===== src/rtl/echo_queue_if.sv =====
// echo_queue_if
//   Request/indication handshake bundle for echo_queue.
//   slave  : the queue side (takes requests, drives indications).
//   master : the host/sink side (drives requests, takes indications).
//   request_*    : say / say2 / setLeds enqueue requests with ENA/RDY.
//   indication_* : heard / heard2 replays with ENA/RDY.
interface echo_queue_if #(
  parameter int DATA_WIDTH = 32
);
  localparam int HW = DATA_WIDTH / 2;

  logic                  request_say__ENA;
  logic [DATA_WIDTH-1:0] request_say_v;
  logic                  request_say__RDY;
  logic                  request_say2__ENA;
  logic [HW-1:0]         request_say2_a;
  logic [HW-1:0]         request_say2_b;
  logic                  request_say2__RDY;
  logic                  request_setLeds__ENA;
  logic [7:0]            request_setLeds_v;
  logic                  request_setLeds__RDY;

  logic                  indication_heard__ENA;
  logic [DATA_WIDTH-1:0] indication_heard_v;
  logic                  indication_heard__RDY;
  logic                  indication_heard2__ENA;
  logic [HW-1:0]         indication_heard2_a;
  logic [HW-1:0]         indication_heard2_b;
  logic                  indication_heard2__RDY;

  modport slave (
    input  request_say__ENA, request_say_v,
    output request_say__RDY,
    input  request_say2__ENA, request_say2_a, request_say2_b,
    output request_say2__RDY,
    input  request_setLeds__ENA, request_setLeds_v,
    output request_setLeds__RDY,
    output indication_heard__ENA, indication_heard_v,
    input  indication_heard__RDY,
    output indication_heard2__ENA, indication_heard2_a, indication_heard2_b,
    input  indication_heard2__RDY
  );

  modport master (
    output request_say__ENA, request_say_v,
    input  request_say__RDY,
    output request_say2__ENA, request_say2_a, request_say2_b,
    input  request_say2__RDY,
    output request_setLeds__ENA, request_setLeds_v,
    input  request_setLeds__RDY,
    input  indication_heard__ENA, indication_heard_v,
    output indication_heard__RDY,
    input  indication_heard2__ENA, indication_heard2_a, indication_heard2_b,
    output indication_heard2__RDY
  );
endinterface


===== src/rtl/echo_queue.sv =====
// echo_queue
//   DEPTH-entry in-order queue of say/say2 requests, replayed on heard/heard2,
//   plus an 8-bit LED register.
//   CLK   : clock, rising edge
//   RST   : synchronous active-high reset (flushes the queue, clears leds)
//   bus   : echo_queue_if.slave request/indication handshakes
//   leds  : LED register
//   count : queue occupancy
//   Optional macro ECHO_QUEUE_STATS_EN adds stat_sent (pop counter, wraps)
//   and stat_dropped_say2 (rejected say2 counter, saturating).
module echo_queue #(
  parameter int DATA_WIDTH = 32,
  parameter int DEPTH      = 4
) (
  input  logic                   CLK,
  input  logic                   RST,
  echo_queue_if.slave            bus,
  output logic [7:0]             leds,
  output logic [$clog2(DEPTH):0] count
`ifdef ECHO_QUEUE_STATS_EN
  ,
  output logic [31:0]            stat_sent,
  output logic [15:0]            stat_dropped_say2
`endif
);
  localparam int AW = $clog2(DEPTH);
  localparam int CW = AW + 1;

  // Entry MSB is the type: 0 = say, 1 = say2.
  logic [DATA_WIDTH:0] mem [DEPTH];
  logic [AW-1:0]       rd_ptr, wr_ptr;
  logic                full, empty;
  logic                push_say, push_say2, push, pop;
  logic [DATA_WIDTH:0] wdata, head;

  assign full  = (count == CW'(DEPTH));
  assign empty = (count == '0);
  assign head  = mem[rd_ptr];

  // say wins a same-cycle collision, hence say2 RDY depends on say ENA.
  assign bus.request_say__RDY     = !full;
  assign bus.request_say2__RDY    = !full && !bus.request_say__ENA;
  assign bus.request_setLeds__RDY = 1'b1;

  assign push_say  = bus.request_say__ENA && bus.request_say__RDY;
  assign push_say2 = bus.request_say2__ENA && bus.request_say2__RDY;
  assign push      = push_say || push_say2;

  always_comb begin
    wdata = {1'b0, bus.request_say_v};
    if (!push_say)
      wdata = {1'b1, bus.request_say2_a, bus.request_say2_b};
  end

  // Head type gates the enables, so a say2 head blocks later say entries.
  assign bus.indication_heard__ENA  = !empty && !head[DATA_WIDTH] && bus.indication_heard__RDY;
  assign bus.indication_heard2__ENA = !empty &&  head[DATA_WIDTH] && bus.indication_heard2__RDY;
  assign bus.indication_heard_v     = head[DATA_WIDTH-1:0];
  assign bus.indication_heard2_a    = head[DATA_WIDTH-1:DATA_WIDTH/2];
  assign bus.indication_heard2_b    = head[DATA_WIDTH/2-1:0];
  assign pop = bus.indication_heard__ENA || bus.indication_heard2__ENA;

  // Payload storage is intentionally not reset.
  always_ff @(posedge CLK) begin
    if (push)
      mem[wr_ptr] <= wdata;
  end

  always_ff @(posedge CLK) begin
    if (RST) begin
      rd_ptr <= '0;
      wr_ptr <= '0;
      count  <= '0;
      leds   <= '0;
    end else begin
      if (push)
        wr_ptr <= wr_ptr + AW'(1);
      if (pop)
        rd_ptr <= rd_ptr + AW'(1);
      if (push && !pop)
        count <= count + CW'(1);
      else if (pop && !push)
        count <= count - CW'(1);
      if (bus.request_setLeds__ENA)
        leds <= bus.request_setLeds_v;
    end
  end

`ifdef ECHO_QUEUE_STATS_EN
  always_ff @(posedge CLK) begin
    if (RST) begin
      stat_sent         <= '0;
      stat_dropped_say2 <= '0;
    end else begin
      if (pop)
        stat_sent <= stat_sent + 32'd1;
      if (bus.request_say2__ENA && !bus.request_say2__RDY && stat_dropped_say2 != 16'hFFFF)
        stat_dropped_say2 <= stat_dropped_say2 + 16'd1;
    end
  end
`endif
endmodule


===== src/flat_wrapper.sv =====
// flat-port wrapper written by rule: the top's interface ports become plain ports
module echo_queue_flat 
#(
  parameter int DATA_WIDTH = 32,
  parameter int DEPTH      = 4
)
  (CLK, RST, leds, count, bus_request_say__ENA, bus_request_say_v, bus_request_say__RDY, bus_request_say2__ENA, bus_request_say2_a, bus_request_say2_b, bus_request_say2__RDY, bus_request_setLeds__ENA, bus_request_setLeds_v, bus_request_setLeds__RDY, bus_indication_heard__ENA, bus_indication_heard_v, bus_indication_heard__RDY, bus_indication_heard2__ENA, bus_indication_heard2_a, bus_indication_heard2_b, bus_indication_heard2__RDY);
  echo_queue_if #(.DATA_WIDTH(DATA_WIDTH)) bus_i ();
  input  logic CLK;
  input  logic RST;
  output logic [7:0] leds;
  output logic [$clog2(DEPTH):0] count;
  input wire logic [$bits(bus_i.request_say__ENA)-1:0] bus_request_say__ENA;
  input wire logic [$bits(bus_i.request_say_v)-1:0] bus_request_say_v;
  output wire logic [$bits(bus_i.request_say__RDY)-1:0] bus_request_say__RDY;
  input wire logic [$bits(bus_i.request_say2__ENA)-1:0] bus_request_say2__ENA;
  input wire logic [$bits(bus_i.request_say2_a)-1:0] bus_request_say2_a;
  input wire logic [$bits(bus_i.request_say2_b)-1:0] bus_request_say2_b;
  output wire logic [$bits(bus_i.request_say2__RDY)-1:0] bus_request_say2__RDY;
  input wire logic [$bits(bus_i.request_setLeds__ENA)-1:0] bus_request_setLeds__ENA;
  input wire logic [$bits(bus_i.request_setLeds_v)-1:0] bus_request_setLeds_v;
  output wire logic [$bits(bus_i.request_setLeds__RDY)-1:0] bus_request_setLeds__RDY;
  output wire logic [$bits(bus_i.indication_heard__ENA)-1:0] bus_indication_heard__ENA;
  output wire logic [$bits(bus_i.indication_heard_v)-1:0] bus_indication_heard_v;
  input wire logic [$bits(bus_i.indication_heard__RDY)-1:0] bus_indication_heard__RDY;
  output wire logic [$bits(bus_i.indication_heard2__ENA)-1:0] bus_indication_heard2__ENA;
  output wire logic [$bits(bus_i.indication_heard2_a)-1:0] bus_indication_heard2_a;
  output wire logic [$bits(bus_i.indication_heard2_b)-1:0] bus_indication_heard2_b;
  input wire logic [$bits(bus_i.indication_heard2__RDY)-1:0] bus_indication_heard2__RDY;
  assign bus_i.request_say__ENA = bus_request_say__ENA;
  assign bus_i.request_say_v = bus_request_say_v;
  assign bus_request_say__RDY = bus_i.request_say__RDY;
  assign bus_i.request_say2__ENA = bus_request_say2__ENA;
  assign bus_i.request_say2_a = bus_request_say2_a;
  assign bus_i.request_say2_b = bus_request_say2_b;
  assign bus_request_say2__RDY = bus_i.request_say2__RDY;
  assign bus_i.request_setLeds__ENA = bus_request_setLeds__ENA;
  assign bus_i.request_setLeds_v = bus_request_setLeds_v;
  assign bus_request_setLeds__RDY = bus_i.request_setLeds__RDY;
  assign bus_indication_heard__ENA = bus_i.indication_heard__ENA;
  assign bus_indication_heard_v = bus_i.indication_heard_v;
  assign bus_i.indication_heard__RDY = bus_indication_heard__RDY;
  assign bus_indication_heard2__ENA = bus_i.indication_heard2__ENA;
  assign bus_indication_heard2_a = bus_i.indication_heard2_a;
  assign bus_indication_heard2_b = bus_i.indication_heard2_b;
  assign bus_i.indication_heard2__RDY = bus_indication_heard2__RDY;
  echo_queue #(.DATA_WIDTH(DATA_WIDTH), .DEPTH(DEPTH)) u_core (.CLK(CLK), .RST(RST), .bus(bus_i), .leds(leds), .count(count));
endmodule

===== config.mk =====
export PLATFORM = sky130hd
export DESIGN_NAME = echo_queue_flat
export DESIGN_NICKNAME = d
export VERILOG_FILES = /design/src/rtl/echo_queue_if.sv /design/src/rtl/echo_queue.sv /design/src/flat_wrapper.sv
export SDC_FILE = /design/constraint.sdc
export NUM_CORES = 1
export LEC_CHECK = 0
export CAP_MARGIN = 20
export CORE_ASPECT_RATIO = 0.75
export CORE_UTILIZATION = 34
export CTS_BUF_LIST = sky130_fd_sc_hd__clkbuf_8
export DETAILED_ROUTE_END_ITERATION = 10
export PLACE_DENSITY = 0.67
export SLEW_MARGIN = 20
export SYNTH_ARGS = -nofsm -noshare
export SYNTH_HDL_FRONTEND = slang
export SYNTH_SLANG_ARGS = --single-unit

===== constraint.sdc =====
create_clock -name CLK -period 3.83 [get_ports CLK]
set_input_delay 0.766 -clock CLK [delete_from_list [all_inputs] [get_ports CLK]]
set_output_delay 0.766 -clock CLK [all_outputs]
set_load 0.02 [all_outputs]

==> impl_results.md <==
- Avg WL per Cell: 16.6 µm
- Largest family of logic cells by synthesized area: multiplexers
- Hpwl dp: 7520 µm
- Worst EP arrival: 2450 ps
- Final hold vios: 0
- Sequential fraction of the synthesis area: 69.2%
- Status: finished clean
- DRT Pass-1 Iters: 4
- Sequential Area: 4310 µm²
- Max VDD drop: 348 µV
- Post-CTS setup buffer count: 0
- Measured slew at the worst slew-check pin: 943 ps
- Clock sink total: 149
- Routability cong.: 0.697
- FF+latch count, synth: 149
- Syn Area/Cell: 18.9 µm²
- Layout cells sized above 1: 22.2%
- Starting Density: 35.0%
- Die height: 119 µm
- CP Class: reg2out
- Hold Crit Depth: 2
- Warnings from Yosys: 0
- Tot GR Track Use: 13.0%
- DR iter-0 viols: 143
- Largest fanout on the critical path: 10
- Final #Nets: 545
- Synth area leader: edfxtp_1
- Max transition margin: 37.2%
- Clk buf depth: 2
- Syn Nets: 414
- Minimum clock period: 3220 ps
- Full die area: 18,800 µm²
- Clock Skews: 9.06 ps
- Total global routing overflow: 0
- Period Utilization, post-route: 84.0%
- Simple-Gate Fraction of Synth Area: 2.23%
- Filler Cells Inserted: 1,572
- Mux cell area share after synthesis: 20.1%
- RSZ-0062 raised after global routing: false
- Mapped Cells: 329
- Via count: 3,307
- Die width: 158 µm
- CP startpoint kind: flip-flop
- Tot Pwr: 0.00613 W
- First-pass GRT wire length: 17,800 µm
- Post-synthesis cell area: 6220 µm²
- Worst r2r path cells: 9
- Antenna Nets Post-Route: 0
- Final setup viols: 0
- N_diodes: 0
- HP Start: u_core.leds[1]
- Initial antenna violation count: 0
- Final setup TNS: 0 ps
- I/O pins: 159
- Static Leak: 2.77 nW
- Num rows: 42
- Area contributors post-synth: edfxtp_1 64%, mux4_2 12%, mux2_2 6.0%
- Fin. max-slew vios: 0
- Vias in the first global route: 3,376
- Xor/xnor share of the synthesized area: 0.282%
- Core Area: 17,800 µm²
- Fmax achieved: 311 MHz
- End point of the critical path: bus_indication_heard2_a[1]
- Drt via density: 4.63
- Post-synthesis compound-gate area fraction: 1.17%
- CTS tree: built
- Clock transition at path regs: 70 ps
- Hold Buf Count CTS: 0
- Hold Crit Class: reg2reg
- R2R setup slack: 1050 ps
- R2r endpoint: u_core.count[2]
- PD cells: 743 nW/µm²
- Setup crit end kind: output pin
- Total wire length: 11,800 µm
- Clk_lat worst skew: 420 ps
- Layout area overhead: 32.8%
- Root Buffer Master: clkbuf_8
- Max_cap viols: 0
- Drt drc: 0
- Req. time, crit path: 3060 ps
- Port Buffers: 157
- Library cells used by synthesis: 30
- H-tree Lvls: 4
- TritonCTS Buffers: 17
- Synth Area in Adders: 1.33%
- Post-CTS resize count: 0
- Largest net degree at the start of global routing: 37
- Share of the synthesized area in the top cell type: 63.8%
- Multi-input gate area in the final layout: 1570 µm²
[cell type report]
type                            instances  share of cell area [%]
Clock buffer                           17                    2.83
Sequential cell                       149                    52.2
Clock inverter                         14                    2.62
Tap cell                              242                    3.67
Timing Repair Buffer                  160                    19.5
Multi-Input combinational cell        127                    19.0
Inverter                                5                   0.227
[where the power goes]
part	leakage, nW	switching [W]	internal, W
Sequential	1.36	0.000117	0.00211
Clock	0.232	0.000536	0.000824
Combinational	1.18	0.00127	0.00128
Total	2.77	0.00193	0.00421
[synthesized netlist by cell type]
library cell and n:
o21ai_0 3, nand2_2 1, mux4_2 33, conb_1 1, and3_1 4, nor3b_2 1
o31ai_1 2, nor2b_1 2, o311ai_0 2, buf_6 1, fa_1 1, edfxtp_1 132
dfxtp_1 17, or2_2 1, mux2_1 2, ha_1 5, xor2_1 2, o311a_1 1
nand3_1 2, a21oi_1 3, nor2_1 16, clkbuf_1 8, inv_1 4, inv_2 1
or3_1 1, mux2_2 33, buf_4 36, mux2i_1 10, buf_2 3, mux2i_2 1
[state kept, by name, indices dropped and copies added, names as in the netlist, named ones only]
name / flops
u_core.rd_ptr: 2
u_core.count: 3
u_core.mem: 132
u_core.leds: 8
u_core.wr_ptr: 2
[cell usage in the layout, fill, tap and decap left out, drive strengths merged, types with 3 or more instances in the layout]
cell type	n
clkdlybuf4s50	157
edfxtp	132
o21ai	3
dfxtp	17
mux2	35
clkbuf	17
buf	3
a21oi	3
inv	7
bufinv	6
mux2i	11
and3	4
ha	5
clkinv	6
nor2	16
mux4	33
[layer usage]
layer / share of wire (%) / track usage [%] / vias up
met5: 0 / 0 / -
met4: 1.5 / 5.65 / 0
met3: 5.0 / 3.60 / 13
met2: 49 / 21.1 / 101
met1: 45 / 16.1 / 1673
li1: - / - / 1520
[worst max-delay path, cell delays in order (launching register included)]
cell and delay, ps:
dfxtp_2 550, buf_4 330, mux4_2 570, clkdlybuf4s50_1 570
[worst min-delay path by stage]
stage                                  end
after CTS                   u_core.leds[1]
after global placement      u_core.leds[6]
after global routing        u_core.leds[7]
after detailed placement    u_core.leds[1]
final                       u_core.leds[1]
after floorplan           u_core.wr_ptr[0]
[cells by family after synthesis]
logic type | Yosys count
adder cells (fa/ha/maj) | 6
AND/OR/NAND/NOR | 28
buffers and inverters | 53
XOR/XNOR | 2
other | 1
flip-flops | 149
multiplexers | 79
AO/OA/AOI/OAI | 11
[through the flow]
stage	instance area, µm²	cells	utilization [%]	worst slack (ps)	hold WS [ps]
6_report	8260	714	46.5	612	502
5_1_grt	8260	714	46.5	456	544
4_1_cts	8260	714	46.5	526	516
3_5_place_dp	7810	683	43.9	993	498
3_3_place_gp	7810	683	43.9	991	479
2_1_floorplan	6220	329	-	1390	484
(Power assumes the default switching activity.)
